$ cat config.mk
export PLATFORM = sky130hd
export DESIGN_NAME = booth_mult_n
export DESIGN_NICKNAME = d
export VERILOG_FILES = /design/src/rtl/booth_pkg.sv /design/src/rtl/registro_desp_n.sv /design/src/rtl/booth_mult_n.sv
export SDC_FILE = /design/constraint.sdc
export NUM_CORES = 1
export LEC_CHECK = 0
export BUFFER_PORTS_ARGS = -buffer_cell sky130_fd_sc_hd__buf_2
export CAP_MARGIN = 20
export CORE_ASPECT_RATIO = 1.4
export CORE_MARGIN = 5
export CORE_UTILIZATION = 30
export DETAILED_ROUTE_END_ITERATION = 8
export SLEW_MARGIN = 5
export SYNTH_ARGS = -nofsm -noshare
export SYNTH_HDL_FRONTEND = slang
export SYNTH_HIERARCHICAL = 1
export SYNTH_SLANG_ARGS = --single-unit
$ cat constraint.sdc
create_clock -name clk -period 3.2 [get_ports clk]
set_input_delay 0.32 -clock clk [delete_from_list [all_inputs] [get_ports clk]]
set_output_delay 0.32 -clock clk [all_outputs]
set_load 0.05 [all_outputs]
$ cat src/rtl/booth_pkg.sv
// Shared definitions for the radix-2 Booth multiplier: FSM state encoding
// and the sizing helper for the iteration counter.
package booth_pkg;

  typedef logic [1:0] state_t;

  localparam state_t ST_IDLE = 2'd0;
  localparam state_t ST_CALC = 2'd1;
  localparam state_t ST_DONE = 2'd2;

  // Bits needed to hold a count from 0 up to n inclusive
  function automatic int cnt_width(input int n);
    return $clog2(n + 1);
  endfunction

endpackage

$ cat src/rtl/registro_desp_n.sv
// W-bit register with parallel load, right shift with serial-in MSB, and
// asynchronous active-low clear. Load wins over shift.
module registro_desp_n #(
  parameter int W = 4
) (
  input  logic         clk,
  input  logic         clr_n,
  input  logic         load_i,
  input  logic         shift_i,
  input  logic [W-1:0] d_i,
  input  logic         sin_i,
  output logic [W-1:0] q_o
);

  logic [W-1:0] q_q;
  logic         en_s;

  assign en_s = load_i | shift_i;
  assign q_o  = q_q;

  // Storage: clear, then load or shift when enabled
  always_ff @(posedge clk or negedge clr_n) begin
    if (!clr_n) begin
      q_q <= '0;
    end else if (en_s) begin
      if (load_i) begin
        q_q <= d_i;
      end else begin
        q_q <= {sin_i, q_q[W-1:1]};
      end
    end
  end

endmodule

$ cat src/rtl/booth_mult_n.sv
// Sequential signed N x N radix-2 Booth multiplier: one add/sub-and-shift
// per cycle, N cycles per product, one-cycle done pulse.
module booth_mult_n
  import booth_pkg::*;
#(
  parameter int N = 4
) (
  input  logic           clk,
  input  logic           reset,
  input  logic           start,
  input  logic [N-1:0]   multiplicando,
  input  logic [N-1:0]   multiplicador,
  output logic           busy,
  output logic           done,
  output logic [2*N-1:0] producto
);

  localparam int CW = cnt_width(N);

  state_t          state_q, state_d;
  logic [N:0]      a_q, a_d, m_q, sum_s;
  logic [N-1:0]    q_q;
  logic            q1_q;
  logic [CW-1:0]   cnt_q;
  logic [2*N-1:0]  prod_q, prod_d;
  logic            busy_q, done_q;
  logic            load_s, calc_s, last_s;

  assign load_s = (state_q == ST_IDLE) && start;
  assign calc_s = (state_q == ST_CALC);
  assign last_s = calc_s && (cnt_q == CW'(1));

  // M is kept N+1 bits wide so that subtracting -2^(N-1) cannot overflow A
  always_comb begin
    sum_s = a_q;
    case ({q_q[0], q1_q})
      2'b01:   sum_s = a_q + m_q;
      2'b10:   sum_s = a_q - m_q;
      default: sum_s = a_q;
    endcase
  end

  // Next A is the arithmetic right shift of the add/sub result
  always_comb begin
    a_d = '0;
    if (load_s) begin
      a_d = '0;
    end else begin
      a_d = {sum_s[N], sum_s[N:1]};
    end
    prod_d = {a_d[N-1:0], sum_s[0], q_q[N-1:1]};
  end

  registro_desp_n #(.W(N + 1)) u_reg_a (
    .clk     (clk),
    .clr_n   (reset),
    .load_i  (load_s | calc_s),
    .shift_i (1'b0),
    .d_i     (a_d),
    .sin_i   (1'b0),
    .q_o     (a_q)
  );

  registro_desp_n #(.W(N)) u_reg_q (
    .clk     (clk),
    .clr_n   (reset),
    .load_i  (load_s),
    .shift_i (calc_s),
    .d_i     (multiplicador),
    .sin_i   (sum_s[0]),
    .q_o     (q_q)
  );

  // FSM next-state
  always_comb begin
    state_d = state_q;
    case (state_q)
      ST_IDLE: begin
        if (start) state_d = ST_CALC;
        else       state_d = ST_IDLE;
      end
      ST_CALC: begin
        if (cnt_q == CW'(1)) state_d = ST_DONE;
        else                 state_d = ST_CALC;
      end
      ST_DONE: state_d = ST_IDLE;
      default: state_d = ST_IDLE;
    endcase
  end

  // State, multiplicand, q_1, counter, product and status flags
  always_ff @(posedge clk or negedge reset) begin
    if (!reset) begin
      state_q <= ST_IDLE;
      m_q     <= '0;
      q1_q    <= 1'b0;
      cnt_q   <= '0;
      prod_q  <= '0;
      busy_q  <= 1'b0;
      done_q  <= 1'b0;
    end else begin
      state_q <= state_d;
      busy_q  <= (state_d != ST_IDLE);
      done_q  <= (state_d == ST_DONE);
      if (load_s) begin
        m_q   <= {multiplicando[N-1], multiplicando};
        q1_q  <= 1'b0;
        cnt_q <= CW'(N);
      end else if (calc_s) begin
        q1_q  <= q_q[0];
        cnt_q <= cnt_q - CW'(1);
      end
      if (last_s) begin
        prod_q <= prod_d;
      end
    end
  end

  assign busy     = busy_q;
  assign done     = done_q;
  assign producto = prod_q;

endmodule
### Word level (Yosys, flattened, before mapping)

Index checks and enable logic that the tools add are counted.

* output and inout bits: 10
* input bits: 11
* logic and storage cells: 33
* register bits: 29

* reductions and logical operators: 5
* add/sub/neg operators: 3
* muxes and demuxes: 10
* bitwise operators: 1
* equal/unequal tests: 5

Operator list (number)
* $pmux W5 S2: 1
* $mux W3: 2
* $add A5 B5 Y5: 1
* $mux W5: 1
* $sub A5 B5 Y5: 1
* $eq A2 B1 Y1 const B: 2
* $eq A2 B2 Y1 const B: 2
* $mux W4: 1
* $pmux W2 S2: 1
* $reduce_bool A2 Y1: 2
* $eq A3 B1 Y1 const B: 1
* $mux W1: 3
* $sub A3 B1 Y3 const B: 1
* $logic_and A1 B1 Y1: 2
* $logic_not A2 Y1: 1
* $mux W2: 1
* $or A1 B1 Y1: 1

### Depth between registers and ports, before layout

Gate-level depths: netlist of the first run.

* word-level depth: 4
* depth in mapped cells: 12
* mapped depth without buffers: 12

### By module

Netlist of the first run, hierarchy kept.

Modules (own cells, without submodules)
* booth_mult_n: seq. area each 500.5 µm², cells each 123, area an instance 1097.3 µm², instances 1
* registro_desp_n (u_reg_a): seq. area each 125.1 µm², cells each 22, area an instance 235.2 µm², instances 1
* registro_desp_n (u_reg_q): seq. area each 100.1 µm², cells each 17, area an instance 186.4 µm², instances 1

### Worst setup path after synthesis of the first run

No wires, ideal clock.

* path type: register to register
* start: register q1_q
* end: register u_reg_a.q_q[4], in the netlist u_reg_a/q_o[4]
* data arrival time: 2.347 ns
* clock period less this slack: 2.424 ns
* library setup time: 0.076 ns
* required time: 3.124 ns
* path buffers: 0
* slack: 0.776 ns
* cell stages (with the launch flop): 12
* path through: dfrtp_1 inv_1 ha_1 mux2_2 fa_1 nand2b_1 a21oi_2 xnor2_1 or3_1 a21oi_1 nand2_1 o21ai_1

* longest elaborated chain between the ends: 3
* elaborated cells between the ends (all ways): 4
* classes of those cells: eq/ne: 2; mux: 2

RTL lines
* start: declaration: RTL line booth_mult_n.sv:23 `logic q1_q;`
* start signal: assignment: RTL line booth_mult_n.sv:110 `q1_q <= q_q[0];`
* $eq A2 B2 Y1 / $eq A2 B1 Y1 (equally long branches): RTL line booth_mult_n.sv:36 `case ({q_q[0], q1_q})`
* $pmux W5 S2 (*): RTL line booth_mult_n.sv:36
* $mux W5 (*): RTL line booth_mult_n.sv:46 `if (load_s) begin`
* end signal: assignment: RTL line registro_desp_n.sv:27 `q_q <= d_i;`
* end signal: assignment: RTL line registro_desp_n.sv:29 `q_q <= {sin_i, q_q[W-1:1]};`
* end: declaration: RTL line registro_desp_n.sv:15 `logic [W-1:0] q_q;`

Every way passes the cells marked *; elsewhere a longest branch is shown, timed or not.
A chain may end at the register's enable or synchronous reset.

### Worst setup path in the final report of the first run

* start: register m_q[0]
* end: register u_reg_a.q_q[3], in the netlist u_reg_a/q_o[3]

* longest elaborated chain between the ends: 3
* elaborated cells between the ends (all ways): 4
* classes of those cells: add/sub: 2; mux: 2

RTL lines
* start: declaration: RTL line booth_mult_n.sv:21 `logic [N:0] a_q, a_d, m_q, sum_s;`
* start signal: assignment: RTL line booth_mult_n.sv:106 `m_q <= {multiplicando[N-1], multiplicando};`
* $sub A5 B5 Y5 / $add A5 B5 Y5 (equally long branches): RTL line booth_mult_n.sv:38, booth_mult_n.sv:37
* $pmux W5 S2 (*): RTL line booth_mult_n.sv:36
* $mux W5 (*): RTL line booth_mult_n.sv:46
* named net a_d[3]: RTL line booth_mult_n.sv:21

Mark *: on every way through the listed nets, which the timed path passes. The rest lies on a longest branch.

==> results of run 1 <==
registers in the layout (all words and copies together), names as in the netlist:
name and count:
cnt_q 3, producto 8, busy 1, state_q 2
u_reg_q/q_o 4, q1_q 1, done 1, m_q 4
u_reg_a/q_o 5
cell families (layout without fill, tap and decap cells):
| kind of cell | Yosys count | count (layout) |
|---|---|---|
| adder cells (fa/ha/maj) | 9 | 9 |
| flip-flops | 29 | 29 |
| multiplexers | 12 | 12 |
| other | 1 | 2 |
| AND/OR/NAND/NOR | 58 | 58 |
| buffers and inverters | 18 | 41 |
| AO/OA/AOI/OAI | 30 | 30 |
| XOR/XNOR | 5 | 5 |
routing by layer:
| metal | wire [µm] | share of wire |
|---|---|---|
| met1 | 1290 | 0.43 |
| met2 | 1560 | 0.52 |
| met3 | 86 | 0.029 |
| met4 | 68 | 0.023 |
| met5 | 0 | 0 |
layout make-up:
class / count / area share
Clock inverter: 1 / 0.00283
Multi-Input combinational cell: 116 / 0.401
Sequential cell: 29 / 0.410
Timing Repair Buffer: 21 / 0.0608
Tap cell: 64 / 0.0452
Inverter: 12 / 0.0254
Clock buffer: 7 / 0.0544
per-stage QoR:
step	worst slack [ps]	utilization	instances	hold WS, ps
floorplan	776	-	163	24.4
global placement	629	0.342	242	386
detailed placement	556	0.342	242	393
CTS	569	0.363	250	85.6
global route	344	0.363	250	117
finish	580	0.363	250	65.1
worst min path at each step:
| stage | startpoint | endpoint | slack (ps) |
|---|---|---|---|
| 2_1_floorplan | reset | busy | 20 |
| 3_3_place_gp | reset | cnt_q[2] | 390 |
| 3_5_place_dp | reset | state_q[0] | 390 |
| 4_1_cts | reset | producto[2] | 90 |
| 5_1_grt | reset | cnt_q[1] | 120 |
| 6_report | reset | state_q[0] | 70 |
worst register-to-register path: cells and delay by family, from the launching register on:
family | cells | cell delay (ps)
fa+ha+maj | 2 | 710
buf+inv | 1 | 70
xor+xnor | 1 | 80
compound gates | 3 | 440
flops | 1 | 380
simple gates | 3 | 570
mux | 1 | 290
cells in the final DEF (no fill, tap or decap):
master,count
nand2b_1,3
o21ai_0,8
inv_2,2
mux2_2,3
nor3_1,1
o31ai_1,1
clkinv_2,1
mux2i_1,9
conb_1,2
or3b_4,1
nand2_2,1
o21a_1,1
buf_4,1
a21oi_1,7
and2_1,1
xor2_1,2
xnor2_1,3
inv_1,10
nand2_1,33
o21ai_1,9
dfrtp_1,29
fa_1,1
and3_1,1
buf_2,20
nor2b_1,2
a211oi_1,1
nor2_1,14
ha_1,8
a31oi_1,1
or3_1,1
clkbuf_8,7
a21oi_2,2
==> impl_metrics.env, run 1 <==
export IMPL_slowest_stage="fa_1"
export IMPL_fmax_mhz=382
export IMPL_die_x_um=70.1
export IMPL_gp_congestion=0.836
export IMPL_ios=21
export IMPL_stdcell_area_um2=1770
export IMPL_grt_first_pass_wirelength_mm=5.19
export IMPL_synth_edff_count=0
export IMPL_area_growth_pct=16.6
export IMPL_startpoint_type="register"
export IMPL_critPathLaunch="m_q[0]"
export IMPL_multiInputGateArea_um2=711
export IMPL_worstMarginPinSlew_ps=810
export IMPL_globalRouteMet2Util=0.179
export IMPL_cts_setup_buffers=0
export IMPL_worstSetupPathType="register to register"
export IMPL_grt_start_max_net_pins=30
export IMPL_drv_slew=0
export IMPL_detailed_place_area_um2=1670
export IMPL_period_share=0.819
export IMPL_async_reset_ff_frac=1.00
export IMPL_grt_pass1_vias=1153
export IMPL_core_region_area_um2=4880
export IMPL_fillers=525
export IMPL_wl_per_cell_um=12.0
export IMPL_grt_use_total=0.101
export IMPL_drt_vias_per_instance=4.44
export IMPL_rr_worst_depth=11
export IMPL_htreeDepth=2
export IMPL_top_usage_layer="met2"
export IMPL_crit_buf_inv=1
export IMPL_end_kind="register"
export IMPL_dr_pass1_iters=4
export IMPL_finalHoldViolCount=0
export IMPL_place_port_buffers=20
export IMPL_r2r_end="u_reg_a/q_o[3]"
export IMPL_die_y_um=94.2
export IMPL_num_vias=1111
export IMPL_antenna_found_initial=0
export IMPL_n_antenna_cell=0
export IMPL_ctsLongestPathBuffers=2
export IMPL_synth_cell_area_um2=1520
export IMPL_netlist_top_cells_area="dfrtp_1 48%, nand2_1 8.2%, ha_1 6.6%, mux2i_1 5.9%, nor2_1 3.5%"
export IMPL_yosysMostFrequentCell="nand2_1"
export IMPL_max_stage_delay_ps=420
export IMPL_synth_ff_type="dfrtp_1"
export IMPL_endpoint="u_reg_a/q_o[3]"
export IMPL_start_util=0.311
export IMPL_post_cts_resized=0
export IMPL_path_cells="inv_1 > ha_1 > mux2_2 > fa_1 > nand2b_1 > a21oi_2 > xnor2_1 > or3_1 > a21oi_1 > nand2_1 > o21ai_1"
export IMPL_status="finished clean"
export IMPL_clock_latency_ps=280
export IMPL_yosys_area_share_adder=0.0791
export IMPL_rows=30
export IMPL_cp_max_fo=3
export IMPL_synth_top_family_by_area="simple AND/OR/NAND/NOR gates"
export IMPL_rr_startpoint="m_q[0]"
export IMPL_cts_tree="done"
export IMPL_cap_violations=0
export IMPL_reg2reg_slack_ps=580
export IMPL_yosys_top_cells_count="33 x nand2_1, 29 x dfrtp_1, 14 x nor2_1"
export IMPL_synth_mux_area_frac=0.0815
export IMPL_hpwl_mm=2.28
export IMPL_clk_pin_slew_ps=60
export IMPL_hold_buffers=0
export IMPL_cts_sinks=29
export IMPL_min_delay_path_class="input port to asynchronous set/reset pin"
export IMPL_synth_xor_area_frac=0.0288
export IMPL_nets=205
export IMPL_finalSetupTns_ps=0
export IMPL_drt_iter0_markers=6
export IMPL_ys_seq_area_frac=0.478
export IMPL_ant_nets=0
export IMPL_synth_simple_area_share=0.164
export IMPL_die_area_um2=6610
export IMPL_critical_path_arrival_ps=2830
export IMPL_grtUsageMet3=0.0246
export IMPL_min_period_ps=2620
export IMPL_setup_viol=0
export IMPL_ys_warn_count=6
export IMPL_layout_drive_gt1_share=0.204
export IMPL_path_depth=11
export IMPL_synth_largest_area_cell="dfrtp_1"
export IMPL_clockRootBuffer="clkbuf_8"
export IMPL_cp_required_ps=3410
export IMPL_drc_errors=0
export IMPL_cts_buffers=5
export IMPL_grtUsageMet1=0.110
export IMPL_max_slew_margin_rel=0.458
export IMPL_synth_cell_types=32
export IMPL_cp_top_family="adder cells"
export IMPL_synth_compound_area_frac=0.110
export IMPL_gr_total_overflow=0
export IMPL_drt_total_wl_mm=3.00
export IMPL_rsz0062_at_grt="false"
export IMPL_yosysTopAreaCellShare=0.478
export IMPL_seq_area_um2=726
export IMPL_skew_ps=6.21
export IMPL_syn_avg_cell_area_um2=9.38
export IMPL_synth_seq_cells=29
export IMPL_synth_cells=162
Power of run 1 is not shown: default switching activity piles up to over one toggle a cycle in this logic, so the estimate is an artifact.
==> run 2: changes to the inputs <==
==> constraint.sdc (replaced) <==
create_clock -name clk -period 2.55 [get_ports clk]
set_input_delay 0.255 -clock clk [delete_from_list [all_inputs] [get_ports clk]]
set_output_delay 0.255 -clock clk [all_outputs]
set_load 0.05 [all_outputs]
==> run 2 against run 1 <==
Net effect: sequential cell count unchanged; wire length up 7.1%; largest cell class is now multi-input gates; first-iteration DRC count increased by 67%; the flow now finishes with violations (negative hold slack, negative setup slack); clock skew fell by 0.59 ps.
==> impl_metrics.env, run 2 (synthesis results as in run 1) <==
export IMPL_grt_start_max_net_pins=30
export IMPL_drt_total_wl_mm=3.21
export IMPL_detailed_place_area_um2=1680
export IMPL_hold_buffers=0
export IMPL_die_area_um2=6610
export IMPL_layout_commonest_cell="nand2_1"
export IMPL_gr_total_overflow=0
export IMPL_drc_errors=0
export IMPL_cp_max_fo=3
export IMPL_num_vias=1140
export IMPL_layout_setup_ws_ps=-26.0
export IMPL_layout_common_cells="33 x nand2_1, 29 x dfrtp_1, 20 x buf_2"
export IMPL_grt_use_total=0.104
export IMPL_fillers=536
export IMPL_antenna_found_initial=0
export IMPL_layout_drive_gt1_share=0.259
export IMPL_die_y_um=94.2
export IMPL_dr_pass1_iters=4
export IMPL_startpoint_type="register"
export IMPL_rr_startpoint="m_q[1]"
export IMPL_nets=208
export IMPL_skew_ps=5.62
export IMPL_n_antenna_cell=0
export IMPL_die_x_um=70.1
export IMPL_max_slew_margin_rel=0.451
export IMPL_cp_required_ps=2750
export IMPL_rsz0062_at_grt="true"
export IMPL_core_region_area_um2=4880
export IMPL_status="complete, but fails checks"
export IMPL_drt_vias_per_instance=4.51
export IMPL_cts_sinks=29
export IMPL_cap_violations=0
export IMPL_finalHoldViolCount=4
export IMPL_period_share=1.01
export IMPL_end_kind="register"
export IMPL_place_ws_ps=1.48
export IMPL_min_period_ps=2580
export IMPL_r2r_end="u_reg_a/q_o[3]"
export IMPL_grt_first_pass_wirelength_mm=5.42
export IMPL_violations="negative hold slack, negative setup slack"
export IMPL_wl_per_cell_um=12.7
export IMPL_min_delay_path_class="input port to asynchronous set/reset pin"
export IMPL_htreeDepth=2
export IMPL_fmax_mhz=388
export IMPL_largest_register_ffs=8
export IMPL_rr_worst_depth=11
export IMPL_ctsLongestPathBuffers=2
export IMPL_post_route_util=0.376
export IMPL_drv_slew=0
export IMPL_ios=21
export IMPL_cts_tree="done"
export IMPL_drt_iter0_markers=10
export IMPL_clockRootBuffer="clkbuf_8"
export IMPL_gp_congestion=0.814
export IMPL_rows=30
export IMPL_reg2reg_slack_ps=-30
export IMPL_worstSetupPathType="register to register"
export IMPL_place_port_buffers=20
export IMPL_start_util=0.311
export IMPL_dpl_cell_count=244
export IMPL_whs_ps=-0.772
export IMPL_cts_buffers=5
export IMPL_clk_pin_slew_ps=60
export IMPL_ant_nets=0
export IMPL_setup_viol=2
export IMPL_area_growth_pct=20.8
export IMPL_hpwl_mm=2.33
export IMPL_grt_pass1_vias=1207
export IMPL_layout_cells_non_filler=253
export IMPL_worstMarginPinSlew_ps=820
export IMPL_critical_path_arrival_ps=2780
export IMPL_stdcell_area_um2=1830
export IMPL_clock_latency_ps=270
## run 2: changes by cell type in the layout (fill, tap and decap cells not counted), sizes merged
cell,change
buf,+3
clkbuf,-1
clkinv,+1
## run 2: critical path, cell delays in order (launching register included)
cell      delay [ps]
dfrtp_1          400
inv_2             90
ha_4             200
mux2_4           280
fa_2             400
nand2b_4         160
a21oi_4          160
xnor2_2          100
or3_4            400
a21oi_4          140
nand2_1           70
o21ai_1          110
## run 2: repair_timing
item	CTS	global route
pin swaps	0	6
setup buffers	0	1
resized for setup	2	11
setup endpoints to repair	2	2
## run 2: final cells by class
class / count / area (µm²) / area share
Clock buffer: 6 / 72.6 / 0.0396
Clock inverter: 2 / 10.0 / 0.00546
Inverter: 12 / 45.0 / 0.0246
Multi-Input combinational cell: 116 / 771 / 0.420
Sequential cell: 29 / 726 / 0.396
Tap cell: 64 / 80.1 / 0.0437
Timing Repair Buffer: 24 / 130 / 0.0709
## run 2: how the worst max path moves through the flow
stage	start	to	slack (ps)	depth (start not counted)
after floorplan	q1_q	u_reg_a/q_o[4]	130	11
after global placement	m_q[0]	u_reg_a/q_o[4]	60	11
after detailed placement	m_q[1]	u_reg_a/q_o[4]	1	11
after CTS	q1_q	u_reg_a/q_o[4]	40	11
after global routing	q1_q	u_reg_a/q_o[3]	-130	11
final	m_q[1]	u_reg_a/q_o[3]	-30	11
## run 2: metrics by stage
| step | hold WS, ps | TNS, ps |
|---|---|---|
| 6_report | -0.772 | -44.1 |
| 5_1_grt | 50.4 | -287 |
| 4_1_cts | 12.8 | 0 |
| 3_5_place_dp | 317 | 0 |
| 3_3_place_gp | 321 | 0 |
| 2_1_floorplan | -40.6 | 0 |
## run 2: per-layer routing
metal / part of all wire / global-route usage
met5: 0 / 0
met4: 0.022 / 0.0511
met3: 0.030 / 0.0214
met2: 0.53 / 0.187
met1: 0.42 / 0.114
Power of run 2 is left out for the same reason.
